[src/rtl/register_bank_if.sv]
// Addressed control/read port of register_bank: one op per clock plus a combinational read.
// The parameters must match the register_bank instance this interface connects to.
interface register_bank_if #(
    parameter int DATA_WIDTH = 8,
    parameter int NUM_REGS   = 4,
    parameter int ADDR_WIDTH = 2,
    parameter int CTRL_WIDTH = 3
);
    logic [CTRL_WIDTH-1:0] ctrl;
    logic [ADDR_WIDTH-1:0] wr_addr;
    logic [DATA_WIDTH-1:0] data_input;
    logic [ADDR_WIDTH-1:0] rd_addr;
    logic [DATA_WIDTH-1:0] data_output;
    logic [NUM_REGS-1:0]   zero;
    logic [NUM_REGS-1:0]   ovf;

    modport master (
        output ctrl, wr_addr, data_input, rd_addr,
        input  data_output, zero, ovf
    );

    modport slave (
        input  ctrl, wr_addr, data_input, rd_addr,
        output data_output, zero, ovf
    );
endinterface

[src/rtl/register_bank.sv]
// Bank of NUM_REGS registers with clear/load/inc/dec/shift ops, per-register zero and sticky ovf flags.
// Define REGISTER_BANK_SATURATE_EN to make INCR/DECR saturate instead of wrapping.
module register_bank #(
    parameter int DATA_WIDTH = 8,
    parameter int NUM_REGS   = 4,
    parameter int ADDR_WIDTH = 2,
    parameter int CTRL_WIDTH = 3
) (
    input  logic           clk,
    input  logic           rst,
    register_bank_if.slave bus
);
    localparam logic [CTRL_WIDTH-1:0] OP_NONE    = CTRL_WIDTH'(0);
    localparam logic [CTRL_WIDTH-1:0] OP_CLR     = CTRL_WIDTH'(1);
    localparam logic [CTRL_WIDTH-1:0] OP_LOAD    = CTRL_WIDTH'(2);
    localparam logic [CTRL_WIDTH-1:0] OP_INCR    = CTRL_WIDTH'(3);
    localparam logic [CTRL_WIDTH-1:0] OP_DECR    = CTRL_WIDTH'(4);
    localparam logic [CTRL_WIDTH-1:0] OP_SHL     = CTRL_WIDTH'(5);
    localparam logic [CTRL_WIDTH-1:0] OP_SHR     = CTRL_WIDTH'(6);
    localparam logic [CTRL_WIDTH-1:0] OP_CLR_ALL = CTRL_WIDTH'(7);

`ifdef REGISTER_BANK_SATURATE_EN
    localparam bit SATURATE = 1'b1;
`else
    localparam bit SATURATE = 1'b0;
`endif

    logic [DATA_WIDTH-1:0] value_arr [NUM_REGS];
    logic [NUM_REGS-1:0]   ovf_vec;
    logic [NUM_REGS-1:0]   zero_vec;
    logic [DATA_WIDTH-1:0] rd_data;
    logic                  clr_all;

    assign clr_all = (bus.ctrl == OP_CLR_ALL);

    genvar gi;
    generate
        for (gi = 0; gi < NUM_REGS; gi++) begin : g_reg
            logic [DATA_WIDTH-1:0] value_reg;
            logic [DATA_WIDTH-1:0] value_next;
            logic                  ovf_reg;
            logic                  ovf_next;
            logic                  sel;

            // Out-of-range wr_addr never matches any index, so those ops fall through as no-ops.
            assign sel = (bus.wr_addr == ADDR_WIDTH'(gi));

            always_comb begin
                value_next = value_reg;
                ovf_next   = ovf_reg;
                if (clr_all) begin
                    value_next = '0;
                    ovf_next   = 1'b0;
                end else if (sel) begin
                    case (bus.ctrl)
                        OP_NONE: ;
                        OP_CLR: begin
                            value_next = '0;
                            ovf_next   = 1'b0;
                        end
                        OP_LOAD: value_next = bus.data_input;
                        OP_INCR: begin
                            if (value_reg == '1) begin
                                ovf_next   = 1'b1;
                                value_next = SATURATE ? value_reg : '0;
                            end else begin
                                value_next = value_reg + DATA_WIDTH'(1);
                            end
                        end
                        OP_DECR: begin
                            if (value_reg == '0) begin
                                ovf_next   = 1'b1;
                                value_next = SATURATE ? value_reg : '1;
                            end else begin
                                value_next = value_reg - DATA_WIDTH'(1);
                            end
                        end
                        OP_SHL: begin
                            value_next = {value_reg[DATA_WIDTH-2:0], 1'b0};
                            if (value_reg[DATA_WIDTH-1]) ovf_next = 1'b1;
                        end
                        OP_SHR: value_next = {1'b0, value_reg[DATA_WIDTH-1:1]};
                        default: ;
                    endcase
                end
            end

            always_ff @(posedge clk or posedge rst) begin
                if (rst) begin
                    value_reg <= '0;
                    ovf_reg   <= 1'b0;
                end else begin
                    value_reg <= value_next;
                    ovf_reg   <= ovf_next;
                end
            end

            assign value_arr[gi] = value_reg;
            assign ovf_vec[gi]   = ovf_reg;
        end
    endgenerate

    // Read port sees stored state only; an unmatched rd_addr yields zero.
    always_comb begin
        rd_data = '0;
        for (int i = 0; i < NUM_REGS; i++) begin
            if (bus.rd_addr == ADDR_WIDTH'(i)) rd_data = value_arr[i];
        end
    end

    always_comb begin
        zero_vec = '0;
        for (int i = 0; i < NUM_REGS; i++) begin
            zero_vec[i] = (value_arr[i] == '0);
        end
    end

    assign bus.data_output = rd_data;
    assign bus.zero        = zero_vec;
    assign bus.ovf         = ovf_vec;
endmodule

[src/flat_wrapper.sv]
// flat-port wrapper written by rule: the top's interface ports become plain ports
module register_bank_flat 
#(
    parameter int DATA_WIDTH = 8,
    parameter int NUM_REGS   = 4,
    parameter int ADDR_WIDTH = 2,
    parameter int CTRL_WIDTH = 3
)
  (clk, rst, bus_ctrl, bus_wr_addr, bus_data_input, bus_rd_addr, bus_data_output, bus_zero, bus_ovf);
  register_bank_if #(.DATA_WIDTH(DATA_WIDTH), .NUM_REGS(NUM_REGS), .ADDR_WIDTH(ADDR_WIDTH), .CTRL_WIDTH(CTRL_WIDTH)) bus_i ();
  input  logic clk;
  input  logic rst;
  input wire logic [$bits(bus_i.ctrl)-1:0] bus_ctrl;
  input wire logic [$bits(bus_i.wr_addr)-1:0] bus_wr_addr;
  input wire logic [$bits(bus_i.data_input)-1:0] bus_data_input;
  input wire logic [$bits(bus_i.rd_addr)-1:0] bus_rd_addr;
  output wire logic [$bits(bus_i.data_output)-1:0] bus_data_output;
  output wire logic [$bits(bus_i.zero)-1:0] bus_zero;
  output wire logic [$bits(bus_i.ovf)-1:0] bus_ovf;
  assign bus_i.ctrl = bus_ctrl;
  assign bus_i.wr_addr = bus_wr_addr;
  assign bus_i.data_input = bus_data_input;
  assign bus_i.rd_addr = bus_rd_addr;
  assign bus_data_output = bus_i.data_output;
  assign bus_zero = bus_i.zero;
  assign bus_ovf = bus_i.ovf;
  register_bank #(.DATA_WIDTH(DATA_WIDTH), .NUM_REGS(NUM_REGS), .ADDR_WIDTH(ADDR_WIDTH), .CTRL_WIDTH(CTRL_WIDTH)) u_core (.clk(clk), .rst(rst), .bus(bus_i));
endmodule
[config.mk]
export PLATFORM = sky130hd
export DESIGN_NAME = register_bank_flat
export DESIGN_NICKNAME = d
export VERILOG_FILES = /design/src/rtl/register_bank_if.sv /design/src/rtl/register_bank.sv /design/src/flat_wrapper.sv
export SDC_FILE = /design/constraint.sdc
export NUM_CORES = 1
export LEC_CHECK = 0
export CORE_ASPECT_RATIO = 1.25
export CORE_UTILIZATION = 55
export CTS_CLUSTER_DIAMETER = 60
export DETAILED_ROUTE_END_ITERATION = 16
export PLACE_DENSITY = 0.81
export SKIP_LAST_GASP = 1
export SLEW_MARGIN = 20
export SYNTH_ARGS = -nofsm -noshare
export SYNTH_HDL_FRONTEND = slang
export SYNTH_SLANG_ARGS = --single-unit
[constraint.sdc]
create_clock -name clk -period 2.19 [get_ports clk]
set_input_delay 0.3285 -clock clk [delete_from_list [all_inputs] [get_ports clk]]
set_output_delay 0.3285 -clock clk [all_outputs]
set_load 0.05 [all_outputs]
==> run summary <==
After detailed routing, the number of remaining DRC violations is 0. The logs give 4,933 for the number of global-route vias before repair and 1.04 for the global placer's final weighted congestion. Measured along the y axis, the die boundary spans 101 µm. Buffers inserted during clock tree synthesis total 5. Using the TritonRoute via totals, the vias-per-cell ratio works out to 7.16.

The post-synthesis to final-layout area growth came out at 23.7%. The worst endpoint required time was 1.86 ns. Summing every instance area after synthesis gives 0.00434 mm².

The core footprint was 0.00749 mm²; the count of max-cap constraint violations was 0. Category of the most critical setup path: input port to output pin. The critical path goes through clkdlybuf4s50_1 > mux4_2 > buf_4. The run gives 0 as the number of antenna violations at the first check in global routing. The filler cells instantiated in the layout total 610.

Setup repair after global routing left no endpoint under its margin. The path class of the tightest hold or removal check is input port to async pin. The cell with the biggest individual delay on the critical path was clkdlybuf4s50_1. Sum of met3 wire segment lengths after detailed routing: 1990 µm.

Subtracting the final worst setup slack from the clock period gives 2.16 ns. The net count of the finished layout is 660. The worst-margin pin slew is 0.639 ns. The clock transition at the registers of the reported paths is 0.08 ns, and the post-placement cell count is 716. The cell type group with the largest total delay on the critical path was buffers and inverters. By area the synthesized netlist is led by dfrtp_1, o21ai_0, mux4_2. The instance count of the mapped netlist was 559; the sequential-to-total area share from yosys stat was 0.208. For the overall fraction of global-route tracks in use, the log shows 0.415. Among all flip-flop cells after synthesis, the most frequent one is dfrtp_1.

Once detail routing completed, the nets flagged for antenna violations numbered 0. Detailed routing inserted a total of 5,186 vias. The kind of end point of the critical path was an output pin. During placement, the flow inserted port buffers numbering 32.

The tightest slew margin relative to the limit is 0.572. TritonCTS built the clock tree. In this run the deepest clock path goes through 2 buffers.

The tools report the final number of max-transition violations as 0. The run finished with clean final reports. The share of the cycle needed by the critical path after routing is 0.984.

33 I/O pins were placed. The power density of the placed cells was 715 mW/mm²; the leakage component of the power was 2.18 nW. The H-tree generated during clock tree synthesis spans 2 levels. The first detailed-routing pass ran for 6 iterations. The detailed router put a total of 5900 µm of wire on met1.

Registers take 901 µm². In the post-synthesis netlist, the cell with the most instances is o21ai_0. The fraction of layout instances using a drive strength above 1 came out at 0.241. Summed over all layers, the routed wires come to 16,400 µm. The highest layer touched by signal routing is met4. Of all cell types, the one taking the most synthesized area is dfrtp_1. The final count of hold timing violations was 0. The die footprint is 0.00825 mm². The netlist uses 79 different library cells. Summed over all nets, the half-perimeter wirelength after detailed placement is 11,900 µm.

The final-layout worst hold slack is 0.459 ns. A synthesized cell averages 7.76 µm². Setup violations remaining at the end of the flow were counted as 0. CTS placed an instance of clkbuf_8 at the clock tree root. The utilization after layout was 0.717. The routed design uses 7290 µm of met2 wire. The latest clock arrival within the worst-skew pair came out at 0.30 ns. The share of the synthesized area in the top cell type is 0.208, and the number of sinks on the clock net is 36. The register with the most flip-flops in the layout has 32 of them. Worst-path maximum fanout: 7. Yosys synthesis warning count: 0. The critical path contains buffers and inverters numbering 2 combined. VDD sags by at most 0.458 mV. The final antenna diode count is 0.

The commonest cells after synthesis are o21ai_0, nand2_1, dfrtp_1, nor2_1, a21oi_1. Synthesis inferred 36 register bits. Worst-case clock skew: 0.00742 ns. The share of flip-flops with an asynchronous set or reset is 1.00. The post-synthesis net count was 588.

The kind of start point of the critical path was an input port. Yosys mapped a number of flops with a built-in enable equal to 0. In the final routed layout, each cell accounts on average for 22.6 µm.

Summing all multi-input logic gate instances after layout gives 0.00307 mm². The highest cell delay on the worst timing path was 0.70 ns; the total number of placement rows was 35. The tools report the initial standard-cell utilization of the core as 0.580.

The maximum frequency from static timing analysis was 464 MHz; the width of the chip was 81.5 µm. After the first detailed-routing iteration, the DRC count stood at 660. The filler-free cell count of the finished design came out at 724.

The global-route congestion overflow total came out at 0. The first global-routing pass estimated 25,600 µm of wire. Pin count of the biggest net entering global routing: 37. The critical path data arrival time came out at 1.83 ns.
-- per-stage QoR --
stage	power, W	area [µm²]	setup slack (ns)	TNS [ns]
floorplan	0.00240	4340	0.00146	0
global placement	0.00318	5260	-0.112	-0.661
detailed placement	0.00323	5260	-0.209	-1.30
CTS	0.00378	5360	0.0413	0
global route	0.00401	5370	0.0124	0
finish	0.00384	5370	0.0349	0
-- power by group --
group          total, W  leakage [nW]  internal [W]  switching [W]
Combinational   0.00239          1.65       0.00102        0.00137
Clock          0.000528        0.0455      0.000257       0.000270
Sequential     0.000914         0.480      0.000769       0.000145
-- cell usage in the layout, fill, tap and decap left out, types with 5 or more instances in the layout --
| cell type | synthesis | routed |
|---|---|---|
| o211ai_1 | 12 | 12 |
| mux4_2 | 8 | 8 |
| a31oi_1 | 11 | 11 |
| inv_1 | 19 | 19 |
| nor2_1 | 36 | 35 |
| nor3b_1 | 7 | 5 |
| xnor2_1 | 7 | 7 |
| nand4_1 | 7 | 7 |
| nand3_1 | 22 | 22 |
| a22o_1 | 16 | 16 |
| clkbuf_8 | 0 | 6 |
| buf_4 | 13 | 99 |
| a22oi_1 | 7 | 7 |
| o21ai_0 | 56 | 56 |
| nor2b_1 | 8 | 8 |
| ha_1 | 12 | 12 |
| o2bb2ai_1 | 5 | 5 |
| dfrtp_1 | 36 | 36 |
| o21bai_1 | 6 | 6 |
| buf_12 | 0 | 9 |
| mux2_2 | 6 | 6 |
| a21oi_1 | 35 | 35 |
| nor3_1 | 15 | 14 |
| nand2b_1 | 10 | 10 |
| and2_1 | 5 | 5 |
| and3_1 | 6 | 6 |
| clkdlybuf4s50_1 | 0 | 20 |
| nand2_1 | 39 | 39 |
| a221oi_1 | 6 | 6 |
| o21ai_1 | 7 | 7 |
-- final timing paths --
| kind | slack (ns) | cells after the start | endpoint | start |
|---|---|---|---|---|
| max reg2reg | 0.25 | 7 | u_core.g_reg[3].ovf_reg | u_core.g_reg[3].value_reg[0] |
| min | 0.46 | 3 | u_core.g_reg[3].value_reg[4] | rst |
| min in group clk | 0.51 | 1 | u_core.g_reg[0].ovf_reg | u_core.g_reg[0].ovf_reg |
| min reg2reg | 0.51 | 1 | u_core.g_reg[0].ovf_reg | u_core.g_reg[0].ovf_reg |
| max in group asynchronous | 1.37 | 3 | u_core.g_reg[1].value_reg[7] | rst |
| max | 0.03 | 3 | bus_data_output[5] | bus_rd_addr[0] |
-- kinds of logic after synthesis --
group / synth area share
AO/OA/AOI/OAI: 0.354
XOR/XNOR: 0.0182
adder cells (fa/ha/maj): 0.0346
buffers and inverters: 0.0920
flip-flops: 0.208
multiplexers: 0.0617
AND/OR/NAND/NOR: 0.232
-- area by class of cell --
class / instances / share of cell area
multi-input combinational: 441 / 0.571
tap: 92 / 0.0214
inverter: 19 / 0.0133
sequential: 36 / 0.168
timing repair buffer: 128 / 0.209
clock buffer: 8 / 0.0168
-- repair_timing --
| item | in CTS | in global routing |
|---|---|---|
| setup endpoints to repair | 2 | 2 |
| hold buffers | 0 | 0 |
| setup buffers | 0 | 0 |
| resized for setup | 3 | 2 |
-- worst register-to-register path, cell delays in order, from the launching register on --
cell,delay (ns)
dfrtp_1,0.39
inv_1,0.11
ha_1,0.23
nor3b_2,0.22
and2_2,0.27
o21ai_0,0.13
nor2_1,0.14
mux2_2,0.34
-- metal layers --
layer,global-route usage,vias to the layer above
met2,0.642,432
met1,0.522,2370
met3,0.0757,118
met4,0.272,0
met5,0,-
li1,-,2266
Power figures use the tool's default switching activity.
